`src/rtl/scroll_latch_bank_pkg.sv`:
```
// Shared register offsets and the registered CPU bus payload for the CUS47 latch responder.
package scroll_latch_bank_pkg;

    localparam logic [1:0] OFS_XHI_PRI = 2'd0;
    localparam logic [1:0] OFS_XLO     = 2'd1;
    localparam logic [1:0] OFS_Y       = 2'd2;
    localparam logic [1:0] OFS_BANK    = 2'd3;

    typedef struct packed {
        logic       nwe;
        logic [2:0] a;
        logic [7:0] d;
    } lth_bus_t;

    // A[2] picks the tile layer; A[1:0] is the offset within it.
    function automatic logic layer_sel(input logic [2:0] a);
        return a[2];
    endfunction

endpackage

```
`src/rtl/scroll_layer_regs.sv`:
```
// Shadow and (optionally) active scroll/priority registers for one tile layer.
module scroll_layer_regs
    import scroll_latch_bank_pkg::*;
#(
    parameter bit          BUFFERED      = 1'b1,
    parameter int unsigned XSCROLL_WIDTH = 9,
    parameter int unsigned PRI_WIDTH     = 3
) (
    input  logic                     clk_i,
    input  logic                     rst_ni,
    input  logic                     wr_en_i,
    input  logic [1:0]               ofs_i,
    input  logic [7:0]               d_i,
    input  logic                     xfer_i,
    output logic [XSCROLL_WIDTH-1:0] x_o,
    output logic [7:0]               y_o,
    output logic [PRI_WIDTH-1:0]     pri_o,
    output logic                     dirty_o
);

    localparam int unsigned XHI_W = XSCROLL_WIDTH - 8;

    logic [XSCROLL_WIDTH-1:0] sh_x_q, sh_x_d;
    logic [7:0]               sh_y_q, sh_y_d;
    logic [PRI_WIDTH-1:0]     sh_pri_q, sh_pri_d;
    logic                     dirty_q, dirty_d;

    always_comb begin
        sh_x_d   = sh_x_q;
        sh_y_d   = sh_y_q;
        sh_pri_d = sh_pri_q;
        dirty_d  = dirty_q;
        if (wr_en_i) begin
            case (ofs_i)
                OFS_XHI_PRI: begin
                    sh_x_d[XSCROLL_WIDTH-1:8] = d_i[XHI_W-1:0];
                    sh_pri_d                  = d_i[7 -: PRI_WIDTH];
                end
                OFS_XLO: sh_x_d[7:0] = d_i;
                OFS_Y:   sh_y_d      = d_i;
                default: ;
            endcase
        end
        // A write in the same cycle as a transfer stays pending for the next VBLANK.
        if (!BUFFERED)    dirty_d = 1'b0;
        else if (wr_en_i) dirty_d = 1'b1;
        else if (xfer_i)  dirty_d = 1'b0;
    end

    always_ff @(posedge clk_i) begin
        if (!rst_ni) begin
            sh_x_q   <= '0;
            sh_y_q   <= '0;
            sh_pri_q <= '0;
            dirty_q  <= 1'b0;
        end else begin
            sh_x_q   <= sh_x_d;
            sh_y_q   <= sh_y_d;
            sh_pri_q <= sh_pri_d;
            dirty_q  <= dirty_d;
        end
    end

    assign dirty_o = dirty_q;

    if (BUFFERED) begin : g_buf
        logic [XSCROLL_WIDTH-1:0] act_x_q;
        logic [7:0]               act_y_q;
        logic [PRI_WIDTH-1:0]     act_pri_q;

        always_ff @(posedge clk_i) begin
            if (!rst_ni) begin
                act_x_q   <= '0;
                act_y_q   <= '0;
                act_pri_q <= '0;
            end else if (xfer_i) begin
                act_x_q   <= sh_x_q;
                act_y_q   <= sh_y_q;
                act_pri_q <= sh_pri_q;
            end
        end

        assign x_o   = act_x_q;
        assign y_o   = act_y_q;
        assign pri_o = act_pri_q;
    end else begin : g_unbuf
        assign x_o   = sh_x_q;
        assign y_o   = sh_y_q;
        assign pri_o = sh_pri_q;
    end

endmodule

```
`src/rtl/scroll_latch_bank.sv`:
```
// CUS47 latch-strobe responder: samples sub-CPU writes into two layer register sets and a ROM bank.
module scroll_latch_bank
    import scroll_latch_bank_pkg::*;
#(
    parameter bit          BUFFERED      = 1'b1,
    parameter int unsigned XSCROLL_WIDTH = 9,
    parameter int unsigned PRI_WIDTH     = 3,
    parameter int unsigned BANK_WIDTH    = 2
) (
    input  logic                     CLK_6M,
    input  logic                     nRST,
    input  logic                     nLTH,
    input  logic                     nWE,
    input  logic [2:0]               A,
    input  logic [7:0]               D,
    input  logic                     nVBLK,
    output logic [XSCROLL_WIDTH-1:0] XSCR0,
    output logic [7:0]               YSCR0,
    output logic [PRI_WIDTH-1:0]     PRI0,
    output logic [XSCROLL_WIDTH-1:0] XSCR1,
    output logic [7:0]               YSCR1,
    output logic [PRI_WIDTH-1:0]     PRI1,
    output logic [BANK_WIDTH-1:0]    BANK,
    output logic                     PENDING
);

    lth_bus_t              bus_q;
    logic                  nlth_q, nlth_qq;
    logic                  nvblk_q, nvblk_qq;
    logic                  arm_q;
    logic [BANK_WIDTH-1:0] bank_q, bank_d;
    logic                  wr_ev_c, xfer_c, wr_l0_c, wr_l1_c, wr_bank_c;
    logic                  dirty0, dirty1;

    // Input stage keeps sampling through reset so a strobe held low across release looks stale.
    always_ff @(posedge CLK_6M) begin
        bus_q   <= '{nwe: nWE, a: A, d: D};
        nlth_q  <= nLTH;
        nvblk_q <= nVBLK;
    end

    always_ff @(posedge CLK_6M) begin
        if (!nRST) begin
            nlth_qq  <= 1'b1;
            nvblk_qq <= 1'b1;
            arm_q    <= 1'b0;
            bank_q   <= '0;
        end else begin
            nlth_qq  <= nlth_q;
            nvblk_qq <= nvblk_q;
            arm_q    <= 1'b1;
            bank_q   <= bank_d;
        end
    end

    always_comb begin
        wr_ev_c   = arm_q & ~nlth_q & nlth_qq & ~bus_q.nwe;
        xfer_c    = arm_q & ~nvblk_q & nvblk_qq;
        wr_l0_c   = wr_ev_c & ~layer_sel(bus_q.a) & (bus_q.a[1:0] != OFS_BANK);
        wr_l1_c   = wr_ev_c &  layer_sel(bus_q.a) & (bus_q.a[1:0] != OFS_BANK);
        wr_bank_c = wr_ev_c & (bus_q.a == {1'b0, OFS_BANK});
        bank_d    = bank_q;
        if (wr_bank_c) bank_d = bus_q.d[BANK_WIDTH-1:0];
    end

    scroll_layer_regs #(
        .BUFFERED      (BUFFERED),
        .XSCROLL_WIDTH (XSCROLL_WIDTH),
        .PRI_WIDTH     (PRI_WIDTH)
    ) u_layer0 (
        .clk_i   (CLK_6M),
        .rst_ni  (nRST),
        .wr_en_i (wr_l0_c),
        .ofs_i   (bus_q.a[1:0]),
        .d_i     (bus_q.d),
        .xfer_i  (xfer_c),
        .x_o     (XSCR0),
        .y_o     (YSCR0),
        .pri_o   (PRI0),
        .dirty_o (dirty0)
    );

    scroll_layer_regs #(
        .BUFFERED      (BUFFERED),
        .XSCROLL_WIDTH (XSCROLL_WIDTH),
        .PRI_WIDTH     (PRI_WIDTH)
    ) u_layer1 (
        .clk_i   (CLK_6M),
        .rst_ni  (nRST),
        .wr_en_i (wr_l1_c),
        .ofs_i   (bus_q.a[1:0]),
        .d_i     (bus_q.d),
        .xfer_i  (xfer_c),
        .x_o     (XSCR1),
        .y_o     (YSCR1),
        .pri_o   (PRI1),
        .dirty_o (dirty1)
    );

    assign BANK    = bank_q;
    assign PENDING = dirty0 | dirty1;

endmodule

```
`config.mk`:
```
export PLATFORM = sky130hd
export DESIGN_NAME = scroll_latch_bank
export DESIGN_NICKNAME = d
export VERILOG_FILES = /design/src/rtl/scroll_latch_bank_pkg.sv /design/src/rtl/scroll_layer_regs.sv /design/src/rtl/scroll_latch_bank.sv
export SDC_FILE = /design/constraint.sdc
export NUM_CORES = 1
export LEC_CHECK = 0
export ABC_AREA = 1
export BUFFER_PORTS_ARGS = -buffer_cell sky130_fd_sc_hd__clkbuf_2
export CAP_MARGIN = 20
export CORE_ASPECT_RATIO = 0.8
export CORE_UTILIZATION = 55
export CTS_CLUSTER_SIZE = 20
export DETAILED_ROUTE_END_ITERATION = 12
export HOLD_SLACK_MARGIN = 0.15
export PLACE_DENSITY = 0.78
export REMOVE_ABC_BUFFERS = 1
export SYNTH_ARGS = -nofsm -noshare
export SYNTH_HDL_FRONTEND = slang
export SYNTH_HIERARCHICAL = 1
export SYNTH_SLANG_ARGS = --single-unit
```
`constraint.sdc`:
```
create_clock -name CLK_6M -period 1.8 [get_ports CLK_6M]
set_input_delay 0.09 -clock CLK_6M [delete_from_list [all_inputs] [get_ports CLK_6M]]
set_output_delay 0.09 -clock CLK_6M [all_outputs]
set_load 0.02 [all_outputs]
```
Yosys cells after proc, flatten, opt, wreduce, memory -nomap -nowiden
Index checks and enable logic that the tools add are counted.
{"block": "word_totals", "regBits": 101, "input_bits": 16, "word_cells": 57}
{"block": "op_classes", "eq_ne": 4, "mux": 4, "n_bitwise": 15, "n_reduce_logical": 9}
{"cell": "2-bit AND reduction", "count": 6}
{"cell": "1-bit AND", "count": 10}
{"cell": "1-bit 2-to-1 mux", "count": 4}
{"cell": "1-bit NOT", "count": 4}
{"cell": "2-bit nonzero test", "count": 2}
{"cell": "3-bit by 2-bit equality test with 1-bit output, second input constant", "count": 1}
{"cell": "2-bit by 1-bit equality test with 1-bit output, second input constant", "count": 1}
{"cell": "2-bit equality test, second input constant", "count": 1}
{"cell": "2-bit zero test", "count": 1}
{"cell": "2-bit inequality test, second input constant", "count": 1}
{"cell": "1-bit OR", "count": 1}

Depth between registers and ports, before layout
Gate-level depths: netlist of the first run.
{"block": "depth", "ltp_word": 7, "ltp_mapped": 11, "ltp_nobuf": 9}

Cells and area by module
Netlist of the first run, hierarchy kept.
{"module": "scroll_layer_regs", "n_inst": 2, "cells_per_inst": 205, "area_each_um2": 1522.7, "seq_area_each_um2": 820.8}
{"module": "scroll_latch_bank", "n_inst": 1, "cells_per_inst": 51, "area_each_um2": 529.3, "seq_area_each_um2": 380.4}

Worst setup path after synthesis of the first run
OpenSTA, ideal clock, no wires.
{"block": "synth_timing", "kind": "register to register", "startpoint": "reg bus_q[9] (netlist bit)", "endpoint": "reg u_layer0.sh_y_q[5]", "arrival_time_ps": 1324, "required_time_ps": 1687, "setup_slack_ps": 363, "path_stages_with_launch": 10, "path_buffers": 2, "cell_sequence": "dfxtp_1 > nand2_1 > nand2_1 > nor2_1 > buf_4 > nand3_4 > buf_2 > nand2_1 > nand2_1 > nor2_1"}
{"block": "synth_via", "elab_chain_cells": 3, "word_cells_on_any_way": 4, "cone_classes": "2 x eq/ne; 1 x bitwise; 1 x reduce/logical"}
{"element": "start: declaration", "line_no": "scroll_latch_bank.sv:27", "text": "lth_bus_t bus_q;"}
{"element": "start signal: assignment", "line_no": "scroll_latch_bank.sv:37", "text": "bus_q <= '{nwe: nWE, a: A, d: D};"}
{"element": "2-bit inequality test", "line_no": "scroll_latch_bank.sv:59", "text": "wr_l0_c = wr_ev_c & ~layer_sel(bus_q.a) & (bus_q.a[1:0] != OFS_BANK);"}
{"element": "1-bit AND", "line_no": "scroll_latch_bank.sv:59"}
{"element": "named net wr_l0_c", "line_no": "scroll_latch_bank.sv:32", "text": "logic wr_ev_c, xfer_c, wr_l0_c, wr_l1_c, wr_bank_c;"}
{"element": "2-bit AND reduction (no source line)"}
{"element": "end signal: assignment", "line_no": "scroll_layer_regs.sv:58", "text": "sh_y_q <= sh_y_d;"}
{"element": "end: declaration", "line_no": "scroll_layer_regs.sv:24", "text": "logic [7:0] sh_y_q, sh_y_d;"}
The timed path passes the listed nets, and every way through them passes these cells.
A chain may end at the register's enable or synchronous reset.

Final worst setup path of the first run
{"block": "layout_timing", "startpoint": "reg nlth_q", "endpoint": "reg u_layer0.sh_y_q[0]"}
{"block": "layout_via", "elab_chain_cells": 7}
{"element": "start: declaration", "line_no": "scroll_latch_bank.sv:28", "text": "logic nlth_q, nlth_qq;"}
{"element": "start signal: assignment", "line_no": "scroll_latch_bank.sv:38", "text": "nlth_q <= nLTH;"}
{"element": "1-bit NOT", "line_no": "scroll_latch_bank.sv:57", "text": "wr_ev_c = arm_q & ~nlth_q & nlth_qq & ~bus_q.nwe;"}
{"element": "1-bit AND (3 in series)", "line_no": "scroll_latch_bank.sv:57"}
{"element": "1-bit AND (2 in series)", "line_no": "scroll_latch_bank.sv:59"}
{"element": "named net wr_l0_c", "line_no": "scroll_latch_bank.sv:32"}
{"element": "2-bit AND reduction (no source line)"}
The timed path passes the listed nets, and every way through them passes these cells.

==> impl_metrics.yaml, run 1 <==
status:
  outcome: "completed"
routing:
  detail_route.wl_per_cell_um: 11.9
  dr_top_layer: "met4"
  drt-met1-wl_mm: 3.57
  drt_wl_total_mm: 7.30
  remaining_drcs: 0
  routed-wl-met3_um: 299
  dr_total_vias: 3019
  drtPass1Iterations: 5
  drtIter0Drc: 129
  met2_wirelength_mm: 3.35
  post_drt_via_cell_ratio: 4.91
  ant_nets: 0
global_routing:
  gr-usage-all-layers: 0.227
  global_route.overflow_total: 0
  pin_count_of_the_biggest_net_entering_global_routing: 88
  grt_antenna_before_repair: 0
  grt_pass1_wl_mm: 12.0
  vias_in_the_first_global_route: 2740
synth:
  post_synth.cell_area_avg_um2: 7.75
  synth.distinct_cells: 19
  synth-seq-cells: 101
  synth-seq-area-share: 0.566
  synthCells: 461
  number_of_warnings_printed_during_yosys_synthesis: 6
  synth.cell_area_mm2: 0.00357
power_and_ir_drop:
  power_leakage_nw: 2.15
  power_per_standard_cell_area_mw_per_mm2: 984
  peak_supply_drop_uv: 570
  post-layout-total-power_w: 0.00423
clock_tree:
  post_cts_hold_buffer_count: 15
  clkTransAtPathRegs_ns: 0.09
  postCtsResizedCells: 0
  clk_latency_ns: 0.35
  tritoncts: "yes"
  cts.sinks: 101
  postCtsSetupRepairBufs: 0
  inserted_clock_buffers: 9
  clk_root_buffer_cell: "sky130_fd_sc_hd__clkbuf_8"
  clock_path_buffers: 2
  cts-htree-levels: 3
timing:
  fin_ws_ns: 0.193
  finalSetupViolations: 0
  max_freq_mhz: 622
  timing.final.crit_period_ns: 1.61
  worst-slew-pin-transition_ns: 0.509
  worst_hold_margin_ns: 0.371
  unrepaired_setup_endpoints_after_global_routing: "false"
  finClkSkew_ns: 0.00943
  slew_violations: 0
  slew_headroom: 0.659
  hold_viol: 0
  fin_crit_sh: 0.893
floorplan:
  floorplan.die_area_mm2: 0.00683
  num_rows: 25
  core_area_mm2: 0.00610
  io_pins: 59
  die_y_um: 74.1
  initial_utilization: 0.586
  die_w_um: 92.1
layout:
  final_cells: 615
  area_growth_pct: 20.2
  filler_cell_count: 499
  fin_nets: 547
  drive_above_1_share: 0.172
  finalInstanceArea_mm2: 0.00430
  n_antenna_cell: 0
placed_design:
  placed_cells_incl_taps: 586
  dp.final_hpwl_mm: 4.41
  preCtsSetupSlack_ns: 0.239
  gp_congestion: 0.771
  place.port_buffers: 58
  placed_cell_area_mm2: 0.00393
setup_path:
  critPathArrivalTime_ns: 1.90
  crit_path_end_kind: "register"
  crit_fanout: 16
  timing_worst_setup_path_type: "reg -> reg"
  worstPathRequired_ns: 2.10
  critPathLaunchType: "register"
min_path:
  hold_path.class: "in -> reg"
run:
  timing.max_cap.violations: 0
-- through the flow --
stage	utilization	TNS (ns)
3_3_place_gp	0.645	0
4_1_cts	0.704	0
5_1_grt	0.704	0
2_1_floorplan	-	-46.30
6_report	0.704	0
3_5_place_dp	0.645	0
-- state kept, by name, summed over array words and instances, names as in the netlist, 2 cells and up --
name,count
u_layer0/pri_o,3
bus_q,12
BANK,2
u_layer1/pri_o,3
u_layer0/x_o,9
u_layer1/sh_y_q,8
u_layer0/sh_x_q,9
u_layer1/x_o,9
u_layer1/sh_x_q,9
u_layer0/sh_pri_q,3
u_layer0/y_o,8
u_layer1/y_o,8
u_layer0/sh_y_q,8
u_layer1/sh_pri_q,3
-- cell families after synthesis --
group	synth area share
AOI/OAI and AO/OA	0.115
buffers and inverters	0.0893
DFF	0.566
and+or+nand+nor	0.230
-- critical path: stages (launching register included) --
cell and delay (ns):
sky130_fd_sc_hd__dfxtp_1 0.33, sky130_fd_sc_hd__inv_1 0.07, sky130_fd_sc_hd__nand2_1 0.06, sky130_fd_sc_hd__nor2_2 0.13, sky130_fd_sc_hd__nand2_1 0.09, sky130_fd_sc_hd__nor2_1 0.18, sky130_fd_sc_hd__buf_4 0.22, sky130_fd_sc_hd__nand3_4 0.20
sky130_fd_sc_hd__nand2_1 0.12, sky130_fd_sc_hd__nand2_1 0.05, sky130_fd_sc_hd__nor2_1 0.10
-- metal layers --
layer	vias to the layer above	track usage
met2	64	0.381
li1	1557	-
met1	1391	0.280
met3	7	0.0716
met4	0	0.0816
met5	-	0
-- cells in the mapped netlist --
cell type | number | area share
sky130_fd_sc_hd__dfxtp_1 | 101 | 0.57
sky130_fd_sc_hd__nor2_1 | 100 | 0.11
sky130_fd_sc_hd__nand2_1 | 80 | 0.084
sky130_fd_sc_hd__inv_1 | 53 | 0.056
sky130_fd_sc_hd__a21oi_1 | 42 | 0.059
sky130_fd_sc_hd__o21ai_0 | 40 | 0.056
sky130_fd_sc_hd__nand3_1 | 12 | 0.017
sky130_fd_sc_hd__buf_2 | 10 | 0.014
sky130_fd_sc_hd__buf_4 | 4 | 0.0084
sky130_fd_sc_hd__clkbuf_1 | 4 | 0.0042
sky130_fd_sc_hd__buf_1 | 2 | 0.0021
sky130_fd_sc_hd__clkbuf_2 | 2 | 0.0028
sky130_fd_sc_hd__inv_2 | 2 | 0.0021
sky130_fd_sc_hd__nand2_2 | 2 | 0.0035
sky130_fd_sc_hd__nand3_4 | 2 | 0.0098
sky130_fd_sc_hd__nor2_2 | 2 | 0.0035
sky130_fd_sc_hd__nand3_2 | 1 | 0.0028
sky130_fd_sc_hd__nor2_4 | 1 | 0.0031
sky130_fd_sc_hd__or2_2 | 1 | 0.0018
-- where the power goes --
group / switching (W) / internal (W)
sequential: 0.0000544 / 0.00231
clock: 0.000711 / 0.000806
combinational: 0.000217 / 0.000123
total: 0.000983 / 0.00324
-- final cells by class --
class                      instances  area, um2  share of cell area
multi-input combinational        283       1240               0.289
timing repair buffer              81        513               0.119
clock inverter                     4       73.8              0.0172
sequential                       101       2020               0.471
tap                               81        101              0.0236
clock buffer                      10        138              0.0320
inverter                          55        206              0.0481
-- layout by cell type (no fill, tap or decap) --
| cell | n |
|---|---|
| sky130_fd_sc_hd__nand3_1 | 12 |
| sky130_fd_sc_hd__o21ai_0 | 40 |
| sky130_fd_sc_hd__nand3_4 | 2 |
| sky130_fd_sc_hd__buf_4 | 7 |
| sky130_fd_sc_hd__nor2_2 | 2 |
| sky130_fd_sc_hd__clkbuf_8 | 10 |
| sky130_fd_sc_hd__buf_12 | 1 |
| sky130_fd_sc_hd__a21oi_1 | 42 |
| sky130_fd_sc_hd__nand3_2 | 1 |
| sky130_fd_sc_hd__clkinv_2 | 1 |
| sky130_fd_sc_hd__nand2_2 | 2 |
| sky130_fd_sc_hd__nor2_4 | 2 |
| sky130_fd_sc_hd__bufinv_16 | 2 |
| sky130_fd_sc_hd__inv_2 | 2 |
| sky130_fd_sc_hd__inv_1 | 53 |
| sky130_fd_sc_hd__clkbuf_2 | 58 |
| sky130_fd_sc_hd__nand2_1 | 80 |
| sky130_fd_sc_hd__clkinv_4 | 1 |
| sky130_fd_sc_hd__dlygate4sd3_1 | 15 |
| sky130_fd_sc_hd__nor2_1 | 99 |
| sky130_fd_sc_hd__or2_2 | 1 |
| sky130_fd_sc_hd__dfxtp_1 | 101 |
-- final timing paths --
path	from	end	slack (ns)	depth (start not counted)
setup / recovery	nlth_q	u_layer0/sh_y_q[0]	0.19	10
hold / removal	D[4]	bus_q[4]	0.37	2
setup reg to reg	nlth_q	u_layer0/sh_y_q[0]	0.19	10
hold reg to reg	u_layer0/sh_x_q[1]	u_layer0/x_o[1]	0.46	2
No activity file was read; power rests on OpenSTA's default activity.
==> run 2, diff against run 1 <==
==> constraint.sdc (replaced) <==
create_clock -name CLK_6M -period 1.8 [get_ports CLK_6M]
set_input_delay 0.27 -clock CLK_6M [delete_from_list [all_inputs] [get_ports CLK_6M]]
set_output_delay 0.27 -clock CLK_6M [all_outputs]
set_load 0.02 [all_outputs]
==> run 2 against run 1 <==
- largest cell class unchanged
- combinational power about the same
- wire length decreased by 0.79%
- largest power group unchanged
- cell count decreased by 0.16%
==> impl_metrics.yaml, run 2 (synthesis gave the netlist of run 1 again) <==
status:
  outcome: "completed"
placed_design:
  gp_congestion: 0.771
  dp.final_hpwl_mm: 4.41
  place.port_buffers: 58
  preCtsSetupSlack_ns: 0.239
  placed_cell_area_mm2: 0.00393
power_and_ir_drop:
  peak_supply_drop_uv: 565
  power_per_standard_cell_area_mw_per_mm2: 984
  power_leakage_nw: 2.14
timing:
  fin_crit_sh: 0.896
  finClkSkew_ns: 0.00861
  slew_violations: 0
  max_freq_mhz: 620
  hold_viol: 0
  finalSetupViolations: 0
  timing.final.crit_period_ns: 1.61
  worst-slew-pin-transition_ns: 0.514
  unrepaired_setup_endpoints_after_global_routing: "false"
  slew_headroom: 0.656
  fin_ws_ns: 0.187
clock_tree:
  cts-htree-levels: 3
  inserted_clock_buffers: 9
  clock_path_buffers: 2
  clk_root_buffer_cell: "sky130_fd_sc_hd__clkbuf_8"
  postCtsResizedCells: 0
  cts.sinks: 101
  clk_latency_ns: 0.35
  clkTransAtPathRegs_ns: 0.09
  tritoncts: "yes"
global_routing:
  vias_in_the_first_global_route: 2728
  pin_count_of_the_biggest_net_entering_global_routing: 88
  gr-usage-all-layers: 0.227
  grt_antenna_before_repair: 0
  grt_pass1_wl_mm: 11.9
  global_route.overflow_total: 0
setup_path:
  critical_path.most_common_cell: "sky130_fd_sc_hd__nand2_1"
  timing_worst_setup_path_type: "reg -> reg"
  buf_inv_stages_crit_path: 2
  crit_path_top_delay_cell: "sky130_fd_sc_hd__dfxtp_1"
  critPathLaunchType: "register"
  worst_path_dominant_cell_family: "simple AND/OR/NAND/NOR gates"
  critPathArrivalTime_ns: 1.91
  crit_path_end_kind: "register"
  cp_cell_sequence: "inv_1, nand2_1, nor2_2, nand2_1, nor2_1, buf_4, nand3_4, nand2_1, nand2_1, nor2_1"
  critPathMaxStageDelay_ns: 0.33
  worstPathRequired_ns: 2.09
  crit_fanout: 16
layout:
  registers.top_by_ff_count: "bus_q"
  most-common-layout-cells: "sky130_fd_sc_hd__dfxtp_1, sky130_fd_sc_hd__nor2_1, sky130_fd_sc_hd__nand2_1"
  mostFrequentLayoutCell: "sky130_fd_sc_hd__dfxtp_1"
  n_antenna_cell: 0
  filler_cell_count: 500
  area_growth_pct: 19.9
  number_of_flip_flops_under_the_largest_register_name: 12
  drive_above_1_share: 0.173
  fin_nets: 546
  finalInstanceArea_mm2: 0.00429
floorplan:
  floorplan.die_area_mm2: 0.00683
  die_w_um: 92.1
  die_y_um: 74.1
  initial_utilization: 0.586
  io_pins: 59
  num_rows: 25
  core_area_mm2: 0.00610
routing:
  drtIter0Drc: 115
  drt_wl_total_mm: 7.24
  drtPass1Iterations: 4
  detail_route.wl_per_cell_um: 11.8
  dr_total_vias: 2988
  remaining_drcs: 0
  ant_nets: 0
  post_drt_via_cell_ratio: 4.87
run:
  timing.max_cap.violations: 0
min_path:
  hold_path.class: "in -> reg"
[run 2: worst paths after layout]
path	start	to	slack [ns]	depth (start not counted)
setup / recovery	nlth_q	u_layer0/sh_y_q[0]	0.19	10
hold / removal	nRST	arm_q	0.35	2
setup reg to reg	nlth_q	u_layer0/sh_y_q[0]	0.19	10
hold reg to reg	u_layer0/sh_x_q[2]	u_layer0/x_o[2]	0.45	2
[run 2: metal layers]
| metal | GRT usage | wire (um) | vias to the layer above |
|---|---|---|---|
| met5 | 0 | 0 | - |
| met4 | 0.0816 | 80 | 0 |
| met3 | 0.0716 | 340 | 7 |
| met2 | 0.380 | 3340 | 70 |
| met1 | 0.280 | 3480 | 1357 |
| li1 | - | - | 1554 |
[run 2: report_power, final]
part | total, W | switching [W] | leakage (nW) | internal, W
clock network | 0.00151 | 0.000706 | 0.108 | 0.000806
registers | 0.00237 | 0.0000544 | 0.826 | 0.00231
logic | 0.000337 | 0.000216 | 1.21 | 0.000121
total | 0.00422 | 0.000976 | 2.14 | 0.00324
[run 2: worst reg2reg max path, stage by stage, from the launching register on]
cell and delay [ns]:
sky130_fd_sc_hd__dfxtp_1 0.33, sky130_fd_sc_hd__inv_1 0.07, sky130_fd_sc_hd__nand2_1 0.06, sky130_fd_sc_hd__nor2_2 0.13, sky130_fd_sc_hd__nand2_1 0.10, sky130_fd_sc_hd__nor2_1 0.18
sky130_fd_sc_hd__buf_4 0.22, sky130_fd_sc_hd__nand3_4 0.20, sky130_fd_sc_hd__nand2_1 0.12, sky130_fd_sc_hd__nand2_1 0.05, sky130_fd_sc_hd__nor2_1 0.10
[run 2: timing repair]
action	4_1_cts	5_1_grt
buffers inserted	0	0
hold buffers	14	0
hold endpoints to repair	14	0
[run 2: stage by stage]
step                      utilization  setup TNS, ns  instances  hold WS [ns]  power, W
after CTS                       0.703              0        614         0.321   0.00425
after global placement          0.645              0        586         0.373   0.00272
after floorplan                     -         -46.30        439         0.298   0.00259
after detailed placement        0.645              0        586         0.374   0.00273
final                           0.703              0        614         0.346   0.00422
after global routing            0.703              0        614         0.330   0.00438
[run 2: area by class of cell]
| type | instances | area [um2] | share of cell area |
|---|---|---|---|
| sequential | 101 | 2020 | 0.472 |
| multi-input combinational | 283 | 1240 | 0.290 |
| clock inverter | 4 | 73.8 | 0.0172 |
| timing repair buffer | 80 | 503 | 0.117 |
| tap | 81 | 101 | 0.0236 |
| inverter | 55 | 206 | 0.0482 |
| clock buffer | 10 | 138 | 0.0321 |
